[src/rtl/fir_interp.sv]
// Polyphase interpolating FIR: one input popped, INTERPOLATION filtered outputs written.
// A single multiplier runs one tap per cycle for each phase in turn.
module fir_interp #(
    parameter int unsigned TAPS          = 32,
    parameter int unsigned INTERPOLATION = 4,
    parameter int unsigned DATA_SIZE     = 32,
    parameter int unsigned BITS          = 10,
    parameter logic signed [DATA_SIZE-1:0] COEFFS [0:TAPS-1] = '{default: '0}
) (
    input  logic                 clock,
    input  logic                 reset,
    input  logic                 x_in_empty,
    output logic                 x_in_rd_en,
    input  logic [DATA_SIZE-1:0] x_in_dout,
    input  logic                 y_out_full,
    output logic                 y_out_wr_en,
    output logic [DATA_SIZE-1:0] y_out_din
);

    localparam int unsigned TapsPerPhase = TAPS / INTERPOLATION;
    localparam int unsigned TapW   = (TapsPerPhase > 1) ? $clog2(TapsPerPhase) : 1;
    localparam int unsigned PhaseW = (INTERPOLATION > 1) ? $clog2(INTERPOLATION) : 1;
    localparam int unsigned IdxW   = (TAPS > 1) ? $clog2(TAPS) : 1;
    localparam logic [TapW-1:0]   MLast = TapW'(TapsPerPhase - 1);
    localparam logic [PhaseW-1:0] PLast = PhaseW'(INTERPOLATION - 1);
    localparam logic signed [2*DATA_SIZE-1:0] RndAdd = (2*DATA_SIZE)'(2**BITS - 1);

    typedef enum logic [1:0] {StIdle, StMac, StWrite} state_e;

    state_e                      state_q, state_d;
    logic [PhaseW-1:0]           p_q, p_d;
    logic [TapW-1:0]             m_q, m_d;
    logic [DATA_SIZE-1:0]        acc_q, acc_d;
    logic signed [DATA_SIZE-1:0] x_hist_q [0:TapsPerPhase-1];
    logic signed [DATA_SIZE-1:0] x_hist_d [0:TapsPerPhase-1];
    logic                        y_out_wr_en_q, y_out_wr_en_d;
    logic [DATA_SIZE-1:0]        y_out_din_q, y_out_din_d;

    logic [IdxW-1:0]             h_idx;
    logic signed [DATA_SIZE-1:0] coef, xs;
    logic signed [2*DATA_SIZE-1:0] prod, prod_adj;
    logic [DATA_SIZE-1:0]        deq, acc_sum;

    // Bias negative products so the arithmetic shift truncates toward zero.
    always_comb begin
        h_idx    = IdxW'(p_q) + IdxW'(m_q) * IdxW'(INTERPOLATION);
        coef     = COEFFS[h_idx];
        xs       = x_hist_q[m_q];
        prod     = $signed({{DATA_SIZE{coef[DATA_SIZE-1]}}, coef})
                 * $signed({{DATA_SIZE{xs[DATA_SIZE-1]}}, xs});
        prod_adj = prod + (prod[2*DATA_SIZE-1] ? RndAdd : '0);
        deq      = DATA_SIZE'(prod_adj >>> BITS);
        acc_sum  = acc_q + deq;
    end

    always_comb begin
        state_d       = state_q;
        p_d           = p_q;
        m_d           = m_q;
        acc_d         = acc_q;
        x_hist_d      = x_hist_q;
        y_out_wr_en_d = 1'b0;
        y_out_din_d   = y_out_din_q;
        x_in_rd_en    = 1'b0;
        unique case (state_q)
            StIdle: begin
                if (!x_in_empty) begin
                    x_in_rd_en  = 1'b1;
                    x_hist_d[0] = x_in_dout;
                    for (int i = 1; i < TapsPerPhase; i++) x_hist_d[i] = x_hist_q[i-1];
                    p_d     = '0;
                    m_d     = '0;
                    acc_d   = '0;
                    state_d = StMac;
                end
            end
            StMac: begin
                acc_d = acc_sum;
                m_d   = m_q + TapW'(1);
                // The strobe is registered, so the write is launched from the last tap.
                if (m_q == MLast) begin
                    m_d     = '0;
                    state_d = StWrite;
                    if (!y_out_full) begin
                        y_out_wr_en_d = 1'b1;
                        y_out_din_d   = acc_sum;
                    end
                end
            end
            StWrite: begin
                if (y_out_wr_en_q) begin
                    if (p_q == PLast) begin
                        state_d = StIdle;
                    end else begin
                        p_d     = p_q + PhaseW'(1);
                        m_d     = '0;
                        acc_d   = '0;
                        state_d = StMac;
                    end
                end else if (!y_out_full) begin
                    y_out_wr_en_d = 1'b1;
                    y_out_din_d   = acc_q;
                end
            end
            default: state_d = StIdle;
        endcase
    end

    always_ff @(posedge clock or negedge reset) begin
        if (!reset) begin
            state_q       <= StIdle;
            p_q           <= '0;
            m_q           <= '0;
            acc_q         <= '0;
            y_out_wr_en_q <= 1'b0;
            y_out_din_q   <= '0;
            for (int i = 0; i < TapsPerPhase; i++) x_hist_q[i] <= '0;
        end else begin
            state_q       <= state_d;
            p_q           <= p_d;
            m_q           <= m_d;
            acc_q         <= acc_d;
            y_out_wr_en_q <= y_out_wr_en_d;
            y_out_din_q   <= y_out_din_d;
            x_hist_q      <= x_hist_d;
        end
    end

    assign y_out_wr_en = y_out_wr_en_q;
    assign y_out_din   = y_out_din_q;

endmodule

[config.mk]
export PLATFORM = sky130hd
export DESIGN_NAME = fir_interp
export DESIGN_NICKNAME = d
export VERILOG_FILES = /design/src/rtl/fir_interp.sv
export SDC_FILE = /design/constraint.sdc
export NUM_CORES = 1
export LEC_CHECK = 0
export ABC_AREA = 1
export BUFFER_PORTS_ARGS = -buffer_cell sky130_fd_sc_hd__buf_2
export CORE_ASPECT_RATIO = 0.6
export CORE_MARGIN = 2
export CORE_UTILIZATION = 34
export CTS_CLUSTER_SIZE = 40
export DETAILED_ROUTE_END_ITERATION = 8
export GPL_TIMING_DRIVEN = 0
export PLACE_DENSITY = 0.83
export SLEW_MARGIN = 10
export SYNTH_ARGS = -nofsm -noshare
export SYNTH_HDL_FRONTEND = slang
export SYNTH_SLANG_ARGS = --single-unit
export TNS_END_PERCENT = 5
[constraint.sdc]
create_clock -name clock -period 1.3 [get_ports clock]
set_input_delay 0.065 -clock clock [delete_from_list [all_inputs] [get_ports clock]]
set_output_delay 0.065 -clock clock [all_outputs]
set_load 0.005 [all_outputs]
==> PnR_summary.wiki, run 1 <==
{| class="wikitable"
! Metric !! Value
|-
| Crit path time final || ~1300 ps
|-
| Worst Hold Margin || between 50 and 60 ps
|-
| Routed wire per std cell || between 8 and 9 um
|-
| Ant. Diodes || 0
|-
| RSZ-0062 raised after global routing || yes
|-
| IR Drop Worst-Case VDD || around 710 uV
|-
| Worst-path fanout max || 4
|-
| Post-synthesis instance area || 820 um^2
|-
| Antenna violations before repair || 0
|-
| GRT Resource Usage Total || 0.112
|-
| DRC violations left || 0
|-
| Clk sink count || 8
|-
| Final worst clock skew || between 1.5 and 2 ps
|-
| Clock tree from TritonCTS || built
|-
| Clk_lat worst skew || ~230 ps
|-
| Number of buffers created by CTS || 3
|-
| Critical Path Start Type || flip-flop
|-
| Count of routing violations after the opening detailed-route iteration || 23
|-
| Largest cells by area after synthesis || sky130_fd_sc_hd__buf_4 29%, sky130_fd_sc_hd__dfrtp_1 24%, sky130_fd_sc_hd__ha_1 14%, sky130_fd_sc_hd__nand2_1 11%, sky130_fd_sc_hd__inv_1 6.0%
|-
| Synthesis-to-layout area growth || 41.2%
|-
| Cell chosen for the clock root || sky130_fd_sc_hd__clkbuf_8
|-
| Post-synthesis register bit count || 8
|-
| Num rows || 13
|-
| Buffer depth of the longest clock path || 2
|-
| Worst r2r path cells || 7
|-
| Class of the tightest hold or removal check || primary input to flip-flop
|-
| Category of the worst setup path capture point || flip-flop
|-
| F_max || roughly 780 MHz
|-
| Vert. Die Dim || ~42 um
|-
| Router iterations before antenna repair || 4
|-
| Share of post-route cells with drive strength above 1 || 0.397
|-
| Max Cap Viol || 0
|-
| Outcome || complete, no violations
|-
| Number of global-route vias before repair || about 520
|-
| Quantity of I/O buffers inserted on ports || 5
|-
| Clock transition at the register clock pins on the worst setup and hold paths after CTS || roughly 40 ps
|-
| Area of the core || 2230 um^2
|-
| Fraction of the cycle the final worst path needs || 0.983
|-
| Arrival @ worst endpoint || approximately 1400 ps
|-
| Ratio of total power to cell area || between 1500 and 2000 nW/um^2
|-
| Utilization of the core after routing || 0.519
|-
| Placer Congestion || about 0.73
|-
| Final setup violation count || 0
|-
| Hpwl dp || 1240 um
|-
| GRT overflow || 0
|-
| Largest net degree at the start of global routing || 9
|-
| Total count of max-transition violations in the final report || 0
|-
| Instance count after placement with tap cells included || 177
|-
| Die width || a little under 70 um
|-
| Leading area contributor after synthesis || sky130_fd_sc_hd__buf_4
|-
| Vias || approximately 660
|-
| Global-route wire length before repair || approximately 2300 um
|-
| Setup CP Type || flip-flop to flip-flop
|-
| Die ar. || 2830 um^2
|-
| Leak pwr || 0.722 nW
|-
| Number of filler instances in the final layout || 215
|-
| Via-per-instance ratio || between 3 and 4
|-
| Nets || around 200
|-
| Count of mapped cells out of synthesis || roughly 110
|-
| Total I/O pin count || 70
|-
| Share of Yosys cell area claimed by the top area cell type || 0.293
|-
| Worst hold path stage count || 4
|-
| Routed wire length || 1630 um
|-
| Effective utilization at floorplan || 0.368
|-
| Count of cell types in the netlist || 15
|-
| Number of nets still failing antenna checks after routing || 0
|-
| Mapped Avg Cell Area || approximately 7.4 um^2
|-
| Finished Layout Cells || about 190
|-
| Required @ worst endpoint || around 1500 ps
|-
| Part of the Yosys area used for sequential elements || 0.244
|-
| Final hold violation count || 0
|-
| Number of warnings printed during yosys synthesis || 0
|-
| Number of levels the H-tree was split into || 1
|}
critical path, cell delays in order (launching register included):
cell and delay, ps:
sky130_fd_sc_hd__dfrtp_1 410, sky130_fd_sc_hd__buf_6 150, sky130_fd_sc_hd__ha_4 170, sky130_fd_sc_hd__nand2_1 120, sky130_fd_sc_hd__nand2_1 70, sky130_fd_sc_hd__nor2_1 140, sky130_fd_sc_hd__nand2_1 80, sky130_fd_sc_hd__nand2_1 60
cell families after synthesis:
| group | count (synthesis) | share of synthesized area |
|---|---|---|
| buf+inv | 47 | 0.362 |
| other cells | 1 | 0.00458 |
| fa+ha+maj | 9 | 0.137 |
| compound gates | 5 | 0.0336 |
| flops | 8 | 0.244 |
| simple gates | 41 | 0.218 |
final cells by class:
cell class              instances  area [um^2]  area share
plain buffers                  32          240       0.208
repair buffers                 11         76.3      0.0659
well taps                      30         37.5      0.0324
inverters                      15         61.3      0.0530
clock buffers                   3         41.3      0.0357
multi-input cells              87          499       0.431
flip-flops and latches          8          201       0.174
through the flow:
stage / power [mW] / area [um^2] / setup slack [ps] / TNS [ps]
5_1_grt: 1.94 / 1160 / -76.2 / -282
6_report: 1.78 / 1160 / 22.1 / 0
4_1_cts: 1.59 / 1080 / 6.45 / 0
2_1_floorplan: 1.01 / 936 / 63.9 / 0
3_5_place_dp: 1.18 / 998 / -102 / -405
3_3_place_gp: 1.16 / 998 / -58.8 / -138
sequential cells by signal (all words and copies together) (netlist names):
register     cells
m_q              3
p_q              2
state_q          2
y_out_wr_en      1
final timing paths:
path	from	end	slack (ps)
worst max register to register	state_q[1]$_DFFE_PN0P_	state_q[0]$_DFFE_PN0P_	20
worst min register to register	p_q[1]$_DFFE_PN0P_	p_q[1]$_DFFE_PN0P_	480
worst max-delay path	state_q[1]$_DFFE_PN0P_	state_q[0]$_DFFE_PN0P_	20
max in group asynchronous	reset	state_q[0]$_DFFE_PN0P_	900
min in group asynchronous	reset	m_q[0]$_DFFE_PN0P_	210
worst min-delay path	y_out_full	y_out_wr_en$_DFF_PN0_	60
cells in the mapped netlist, drive strengths merged:
cell type	n
buf	32
nand2	25
inv	15
nor2	10
ha	9
dfrtp	8
nand3	6
o21ai	3
a21oi	1
a22oi	1
conb	1
per-layer routing:
layer  up-vias  GRT usage  wire (um)
li1        361          -          -
met1       277      0.152        721
met3         2     0.0565        123
met4         0     0.0122         14
met2        22      0.164        772
met5         -          0          0
power breakdown:
group | switching, mW | internal, mW | total (mW) | leakage, nW
clock | 0.0912 | 0.200 | 0.291 | 0.0216
combinational | 0.596 | 0.479 | 1.07 | 0.594
sequential | 0.0765 | 0.333 | 0.410 | 0.106
layout by cell type (no fill, tap or decap), types with 3 or more instances in the layout:
| cell | synthesis | final |
|---|---|---|
| sky130_fd_sc_hd__nor2_4 | 1 | 3 |
| sky130_fd_sc_hd__ha_4 | 0 | 3 |
| sky130_fd_sc_hd__nand2_1 | 23 | 22 |
| sky130_fd_sc_hd__nand3_1 | 6 | 6 |
| sky130_fd_sc_hd__dfrtp_1 | 8 | 7 |
| sky130_fd_sc_hd__buf_4 | 32 | 36 |
| sky130_fd_sc_hd__ha_1 | 9 | 4 |
| sky130_fd_sc_hd__o21ai_1 | 0 | 3 |
| sky130_fd_sc_hd__clkbuf_8 | 0 | 3 |
| sky130_fd_sc_hd__nor2_1 | 7 | 7 |
| sky130_fd_sc_hd__inv_1 | 13 | 10 |
| sky130_fd_sc_hd__conb_1 | 1 | 32 |
| sky130_fd_sc_hd__buf_2 | 0 | 5 |
| sky130_fd_sc_hd__inv_2 | 2 | 3 |
repair_timing:
| action | CTS | global route |
|---|---|---|
| resized for setup | 6 | 16 |
| hold buffers | 1 | 0 |
| setup buffers | 3 | 2 |
| setup endpoints to repair | 8 | 8 |
| endpoints found under the hold margin | 8 | 0 |
| gates cloned | 0 | 0 |
| pin swaps | 1 | 4 |
Note: power is estimated with default switching activity, not from simulation.
==> run 2, diff against run 1 <==
==> constraint.sdc (replaced) <==
create_clock -name clock -period 1.3 [get_ports clock]
set_input_delay 0.26 -clock clock [delete_from_list [all_inputs] [get_ports clock]]
set_output_delay 0.26 -clock clock [all_outputs]
set_load 0.005 [all_outputs]
==> run 2 against run 1 <==
  * The flow now finishes with violations (negative setup slack)
  * Final cell count fell by 1.1%
  * Final area down 2.6%
  * Global-route usage rose by 0.17 points
  * Largest cell class unchanged
  * Critical endpoint is now x_in_rd_en
  * Highest routed layer is now met3
  * Core utilization fell by 1.3 points
  * Via count decreased by 1.2%
==> PnR_summary.wiki, run 2 (same netlist as run 1, synthesis figures left out) <==
{| class="wikitable"
! Metric !! Value
|-
| Routed wire length || 1560 um (-4.5%)
|-
| Worst slack at placement || -102 ps (unchanged)
|-
| Most used cells in the layout excluding fill and tap cells || 34 x sky130_fd_sc_hd__buf_4, 32 x sky130_fd_sc_hd__conb_1, 20 x sky130_fd_sc_hd__nand2_1
|-
| Clock tree from TritonCTS || built
|-
| Hpwl dp || 1240 um (unchanged)
|-
| Via-per-instance ratio || 3.55 (-0.13%)
|-
| DRC violations left || 0 (unchanged)
|-
| Class of the tightest hold or removal check || primary input to flip-flop
|-
| Buffer depth of the longest clock path || 2 (unchanged)
|-
| Vias || 654 (-1.2%)
|-
| Nets || 201 (-0.99%)
|-
| Die ar. || 2830 um^2 (unchanged)
|-
| IR Drop Worst-Case VDD || 660 uV (-7.4%)
|-
| Origin of the critical flop-to-flop path || state_q[1]$_DFFE_PN0P_
|-
| Instance count after placement with tap cells included || 177 (unchanged)
|-
| Area of the core || 2230 um^2 (unchanged)
|-
| Placer Congestion || 0.731 (unchanged)
|-
| Cell chosen for the clock root || sky130_fd_sc_hd__clkbuf_8
|-
| Top register by number of flip-flops || m_q
|-
| Number of buffers created by CTS || 3 (unchanged)
|-
| Fraction of the cycle the final worst path needs || 1.04 (+0.0563)
|-
| Finished Layout Cells || 184 (-1.1%)
|-
| Critical Path Start Type || flip-flop
|-
| Category of the worst setup path capture point || output pin
|-
| Outcome || complete, but fails checks
|-
| Final total negative setup slack || -211 ps (-211 ps)
|-
| Synthesis-to-layout area growth || 37.6%
|-
| Worst-path fanout max || 3 (-1)
|-
| Final worst clock skew || 3.09 ps (+1.21 ps)
|-
| Clk_lat worst skew || 220 ps (about the same)
|-
| Number of nets still failing antenna checks after routing || 0 (unchanged)
|-
| Failing checks || negative setup slack
|-
| Crit path time final || 1350 ps (+73.2 ps)
|-
| Ant. Diodes || 0 (unchanged)
|-
| Final setup violation count || 6 (+6)
|-
| Setup CP Type || flip-flop to output pin
|-
| Vert. Die Dim || 42.0 um (unchanged)
|-
| Total I/O pin count || 70 (unchanged)
|-
| Global-route wire length before repair || 2370 um (+1.5%)
|-
| Max Cap Viol || 0 (unchanged)
|-
| Largest net degree at the start of global routing || 9 (unchanged)
|-
| GRT Resource Usage Total || 0.114 (+0.00169)
|-
| Number of global-route vias before repair || 530 (+1.1%)
|-
| Critical path launch point || state_q[0]$_DFFE_PN0P_
|-
| Count of routing violations after the opening detailed-route iteration || 21 (-8.7%)
|-
| Quantity of I/O buffers inserted on ports || 5 (unchanged)
|-
| Routed wire per std cell || 8.47 um (-3.5%)
|-
| F_max || 740 MHz (-5.4%)
|-
| Total count of max-transition violations in the final report || 0 (unchanged)
|-
| GRT overflow || 0 (unchanged)
|-
| Arrival @ worst endpoint || 1090 ps (-340 ps)
|-
| Number of levels the H-tree was split into || 1 (unchanged)
|-
| Num rows || 13 (unchanged)
|-
| Required @ worst endpoint || 1040 ps (-420 ps)
|-
| Most common cell after layout, fill and taps aside || sky130_fd_sc_hd__buf_4
|-
| RSZ-0062 raised after global routing || yes
|-
| Clk sink count || 8 (unchanged)
|-
| Design Power || 1.74 mW (-2.2%)
|-
| Router iterations before antenna repair || 4 (unchanged)
|-
| Final hold violation count || 0 (unchanged)
|-
| Share of post-route cells with drive strength above 1 || 0.422 (+0.0246)
|-
| Ratio of total power to cell area || 1540 nW/um^2 (+0.38%)
|-
| Effective utilization at floorplan || 0.368 (unchanged)
|-
| Clock transition at the register clock pins on the worst setup and hold paths after CTS || 40 ps (about the same)
|-
| Number of flip-flops in the largest register || 3 (unchanged)
|-
| Die width || 67.4 um (unchanged)
|-
| Post-route worst setup slack || -51.1 ps (-73.2 ps)
|-
| Startpoint of the worst hold path || y_out_full
|-
| Registers with the most flip-flops || m_q x3, p_q x2, state_q x2
|-
| Antenna violations before repair || 0 (unchanged)
|-
| Leak pwr || 0.705 nW (-2.4%)
|}
[run 2: changes by cell type in the layout (fill, tap and decap cells not counted)]
cell	previous run	this run
sky130_fd_sc_hd__buf_4	36	34
sky130_fd_sc_hd__ha_2	2	4
sky130_fd_sc_hd__ha_4	3	1
sky130_fd_sc_hd__inv_1	10	9
sky130_fd_sc_hd__inv_2	3	4
sky130_fd_sc_hd__nand2_1	22	20
sky130_fd_sc_hd__nand2_2	2	4
sky130_fd_sc_hd__nor2_1	7	5
sky130_fd_sc_hd__nor2_2	0	3
sky130_fd_sc_hd__nor2_4	3	2
[run 2: layout make-up]
| class | count | area, um^2 |
|---|---|---|
| buffer | 32 | 240 |
| clock buffer | 3 | 41.3 |
| fill | 212 | 1100 |
| inverter | 15 | 61.3 |
| multi-input combinational | 87 | 484 |
| sequential | 8 | 201 |
| tap | 30 | 37.5 |
| timing repair buffer | 9 | 61.3 |
[run 2: report_power, final]
part / total (mW) / switching, mW / leakage (nW) / internal, mW
clock network: 0.290 / 0.0901 / 0.0216 / 0.200
logic: 1.05 / 0.596 / 0.578 / 0.452
registers: 0.398 / 0.0653 / 0.106 / 0.333
total: 1.74 / 0.751 / 0.705 / 0.985
[run 2: through the flow]
stage                      util  hold slack (ps)  instance area, um^2
after global routing      0.506              259                 1130
after detailed placement  0.448              115                  998
after global placement    0.448              113                  998
after floorplan               -            -35.6                  936
after CTS                 0.495              254                 1100
final                     0.506              256                 1130
[run 2: routing by layer]
layer	wire, um	up-vias	global-route usage
met4	0	0	0.0122
met2	733	20	0.162
met3	102	0	0.0565
met5	0	-	0
li1	-	357	-
met1	723	277	0.158
[run 2: worst paths after layout]
check                                              end  slack, ps  cells after the start
worst min register to register      p_q[1]$_DFFE_PN0P_        470                      2
worst max-delay path                        x_in_rd_en        -50                      5
min in group asynchronous           m_q[0]$_DFFE_PN0P_        410                      2
max in group asynchronous       state_q[1]$_DFFE_PN0P_        700                      2
worst max register to register      m_q[2]$_DFFE_PN0P_        -50                      6
worst min-delay path             y_out_wr_en$_DFF_PN0_        260                      4
[run 2: what timing repair did]
action	CTS	global route
endpoints found under the hold margin	8	0
gates resized for setup	15	9
setup endpoints to repair	8	8
hold buffers	1	0
pin swaps	3	5
setup buffers	3	0
[run 2: worst max-delay path, stage by stage, from the launching register on]
cell	delay, ps
sky130_fd_sc_hd__dfrtp_1	400
sky130_fd_sc_hd__inv_2	110
sky130_fd_sc_hd__ha_4	150
sky130_fd_sc_hd__inv_2	40
sky130_fd_sc_hd__nor2_2	50
sky130_fd_sc_hd__buf_2	100
==> run 3, diff against run 2 <==
Settings changed: TNS_END_PERCENT 5 to default.
==> run 3 against run 2 <==
  * Via count rose by 1.1%
  * The run still ends with negative setup slack left
  * First-iteration DRC count down 71%
  * Sequential cell count did not move
  * Sequential share of layout area shrank 0.94 points
==> PnR_summary.wiki, run 3 (same netlist as run 1, synthesis figures left out) <==
{| class="wikitable"
! Metric !! Value
|-
| DRC violations left || 0 (unchanged)
|-
| Number of global-route vias before repair || 540 (+1.9%)
|-
| Required @ worst endpoint || 1040 ps (about the same)
|-
| Global-route wire length before repair || 2380 um (+0.59%)
|-
| Number of buffers created by CTS || 3 (unchanged)
|-
| Top register by number of flip-flops || m_q
|-
| Via-per-instance ratio || 3.55 (about the same)
|-
| Worst-path fanout max || 3 (unchanged)
|-
| Final setup violation count || 3 (-3)
|-
| Effective utilization at floorplan || 0.368 (unchanged)
|-
| Largest net degree at the start of global routing || 9 (unchanged)
|-
| Area of the core || 2230 um^2 (unchanged)
|-
| Die width || 67.4 um (unchanged)
|-
| Fraction of the cycle the final worst path needs || 1.04 (-0.00422)
|-
| Router iterations before antenna repair || 4 (unchanged)
|-
| IR Drop Worst-Case VDD || 723 uV (+9.5%)
|-
| Vias || 661 (+1.1%)
|-
| Final worst clock skew || 2.42 ps (-0.674 ps)
|-
| Placed cell area || 998 um^2 (unchanged)
|-
| Antenna violations before repair || 0 (unchanged)
|-
| Clk_lat worst skew || 220 ps (about the same)
|-
| Total I/O pin count || 70 (unchanged)
|-
| Instance count after placement with tap cells included || 177 (unchanged)
|-
| Hpwl dp || 1240 um (unchanged)
|-
| Cell chosen for the clock root || sky130_fd_sc_hd__clkbuf_8
|-
| Routed wire per std cell || 8.63 um (+1.9%)
|-
| Outcome || complete, but fails checks
|-
| Nets || 203 (+1.0%)
|-
| Arrival @ worst endpoint || 1090 ps (about the same)
|-
| Number of filler instances in the final layout || 196 (-7.5%)
|-
| Finished Layout Cells || 186 (+1.1%)
|-
| Category of the worst setup path capture point || output pin
|-
| Vert. Die Dim || 42.0 um (unchanged)
|-
| Setup CP Type || flip-flop to output pin
|-
| Registers with the most flip-flops || m_q x3, p_q x2, state_q x2
|-
| Class of the tightest hold or removal check || primary input to flip-flop
|-
| Number of levels the H-tree was split into || 1 (unchanged)
|-
| Clock transition at the register clock pins on the worst setup and hold paths after CTS || 40 ps (about the same)
|-
| Clk sink count || 8 (unchanged)
|-
| GRT overflow || 0 (unchanged)
|-
| Share of post-route cells with drive strength above 1 || 0.455 (+0.0331)
|-
| Number of nets still failing antenna checks after routing || 0 (unchanged)
|-
| Flop-to-flop setup slack || -40 ps (about the same)
|-
| Max Cap Viol || 0 (unchanged)
|-
| Clock tree from TritonCTS || built
|-
| Crit path time final || 1350 ps (-5.48 ps)
|-
| Buffer depth of the longest clock path || 2 (unchanged)
|-
| Most common cell after layout, fill and taps aside || sky130_fd_sc_hd__buf_4
|-
| Post-route worst setup slack || -45.6 ps (+5.48 ps)
|-
| Num rows || 13 (unchanged)
|-
| GRT Resource Usage Total || 0.114 (+0.000563)
|-
| Final Cell Area || 1190 um^2 (+5.5%)
|-
| Quantity of I/O buffers inserted on ports || 5 (unchanged)
|-
| Routed wire length || 1610 um (+3.0%)
|-
| Total count of max-transition violations in the final report || 0 (unchanged)
|-
| Critical Path Start Type || flip-flop
|-
| Leak pwr || 0.719 nW (+2.0%)
|-
| Count of routing violations after the opening detailed-route iteration || 6 (-71%)
|-
| F_max || 743 MHz (+0.41%)
|-
| Ant. Diodes || 0 (unchanged)
|-
| Final hold violation count || 0 (unchanged)
|-
| Placer Congestion || 0.731 (unchanged)
|-
| Most used cells in the layout excluding fill and tap cells || 36 x sky130_fd_sc_hd__buf_4, 32 x sky130_fd_sc_hd__conb_1, 18 x sky130_fd_sc_hd__nand2_1
|-
| Ratio of total power to cell area || 1570 nW/um^2 (+2.1%)
|-
| Synthesis-to-layout area growth || 45.2%
|-
| Die ar. || 2830 um^2 (unchanged)
|-
| Failing checks || negative setup slack
|-
| Number of flip-flops in the largest register || 3 (unchanged)
|-
| RSZ-0062 raised after global routing || yes
|}
[run 3: cell count changes in the layout (fill, tap and decap cells not counted), moves of 2 or more]
cell / delta
sky130_fd_sc_hd__ha_2: -2
sky130_fd_sc_hd__buf_4: +2
sky130_fd_sc_hd__ha_4: +3
sky130_fd_sc_hd__nand2_1: -2
[run 3: cell type report]
cell class                 count  area [um^2]  area share
sequential                     8          201       0.169
inverter                      15         61.3      0.0515
clock buffer                   3         41.3      0.0347
tap                           30         37.5      0.0315
multi-input combinational     87          532       0.447
buffer                        32          240       0.202
timing repair buffer          11         76.3      0.0641
[run 3: path summary, 6_finish.rpt]
path	to	start	cells after the start
hold / removal	y_out_wr_en$_DFF_PN0_	y_out_full	4
max in group asynchronous	state_q[1]$_DFFE_PN0P_	reset	2
hold reg to reg	p_q[1]$_DFFE_PN0P_	p_q[1]$_DFFE_PN0P_	2
setup reg to reg	p_q[1]$_DFFE_PN0P_	state_q[0]$_DFFE_PN0P_	9
min in group asynchronous	m_q[0]$_DFFE_PN0P_	reset	2
setup / recovery	x_in_rd_en	state_q[0]$_DFFE_PN0P_	5
[run 3: metal layers]
| metal | GRT usage | up-vias | part of all wire |
|---|---|---|---|
| li1 | - | 364 | - |
| met1 | 0.160 | 278 | 0.45 |
| met2 | 0.162 | 19 | 0.47 |
| met3 | 0.0565 | 0 | 0.080 |
| met4 | 0.0122 | 0 | 0 |
| met5 | 0 | - | 0 |
[run 3: critical path: stages (launching register included)]
cell,delay [ps]
sky130_fd_sc_hd__dfrtp_1,400
sky130_fd_sc_hd__inv_2,110
sky130_fd_sc_hd__ha_4,150
sky130_fd_sc_hd__inv_2,40
sky130_fd_sc_hd__nor2_2,60
sky130_fd_sc_hd__buf_2,100
[run 3: repair_timing]
action	4_1_cts	5_1_grt
pin swaps	4	10
buffers inserted	3	2
resized for setup	17	16
endpoints found under the setup margin	8	8
hold buffers	1	0
hold endpoints to repair	8	0
[run 3: power breakdown]
part / total, mW / switching, mW / internal (mW)
logic: 1.18 / 0.650 / 0.532
registers: 0.400 / 0.0675 / 0.333
clock network: 0.289 / 0.0890 / 0.200
total: 1.87 / 0.806 / 1.06
[run 3: stage by stage]
step           power, mW  worst slack (ps)  TNS, ps   util  hold slack, ps
2_1_floorplan       1.01              63.9        0      -           -35.6
3_3_place_gp        1.16             -58.8     -138  0.448             113
3_5_place_dp        1.18              -102     -405  0.448             115
4_1_cts             1.67             -54.0     -140  0.496             254
5_1_grt             2.03              -114     -429  0.534             259
6_report            1.87             -45.6     -116  0.534             257
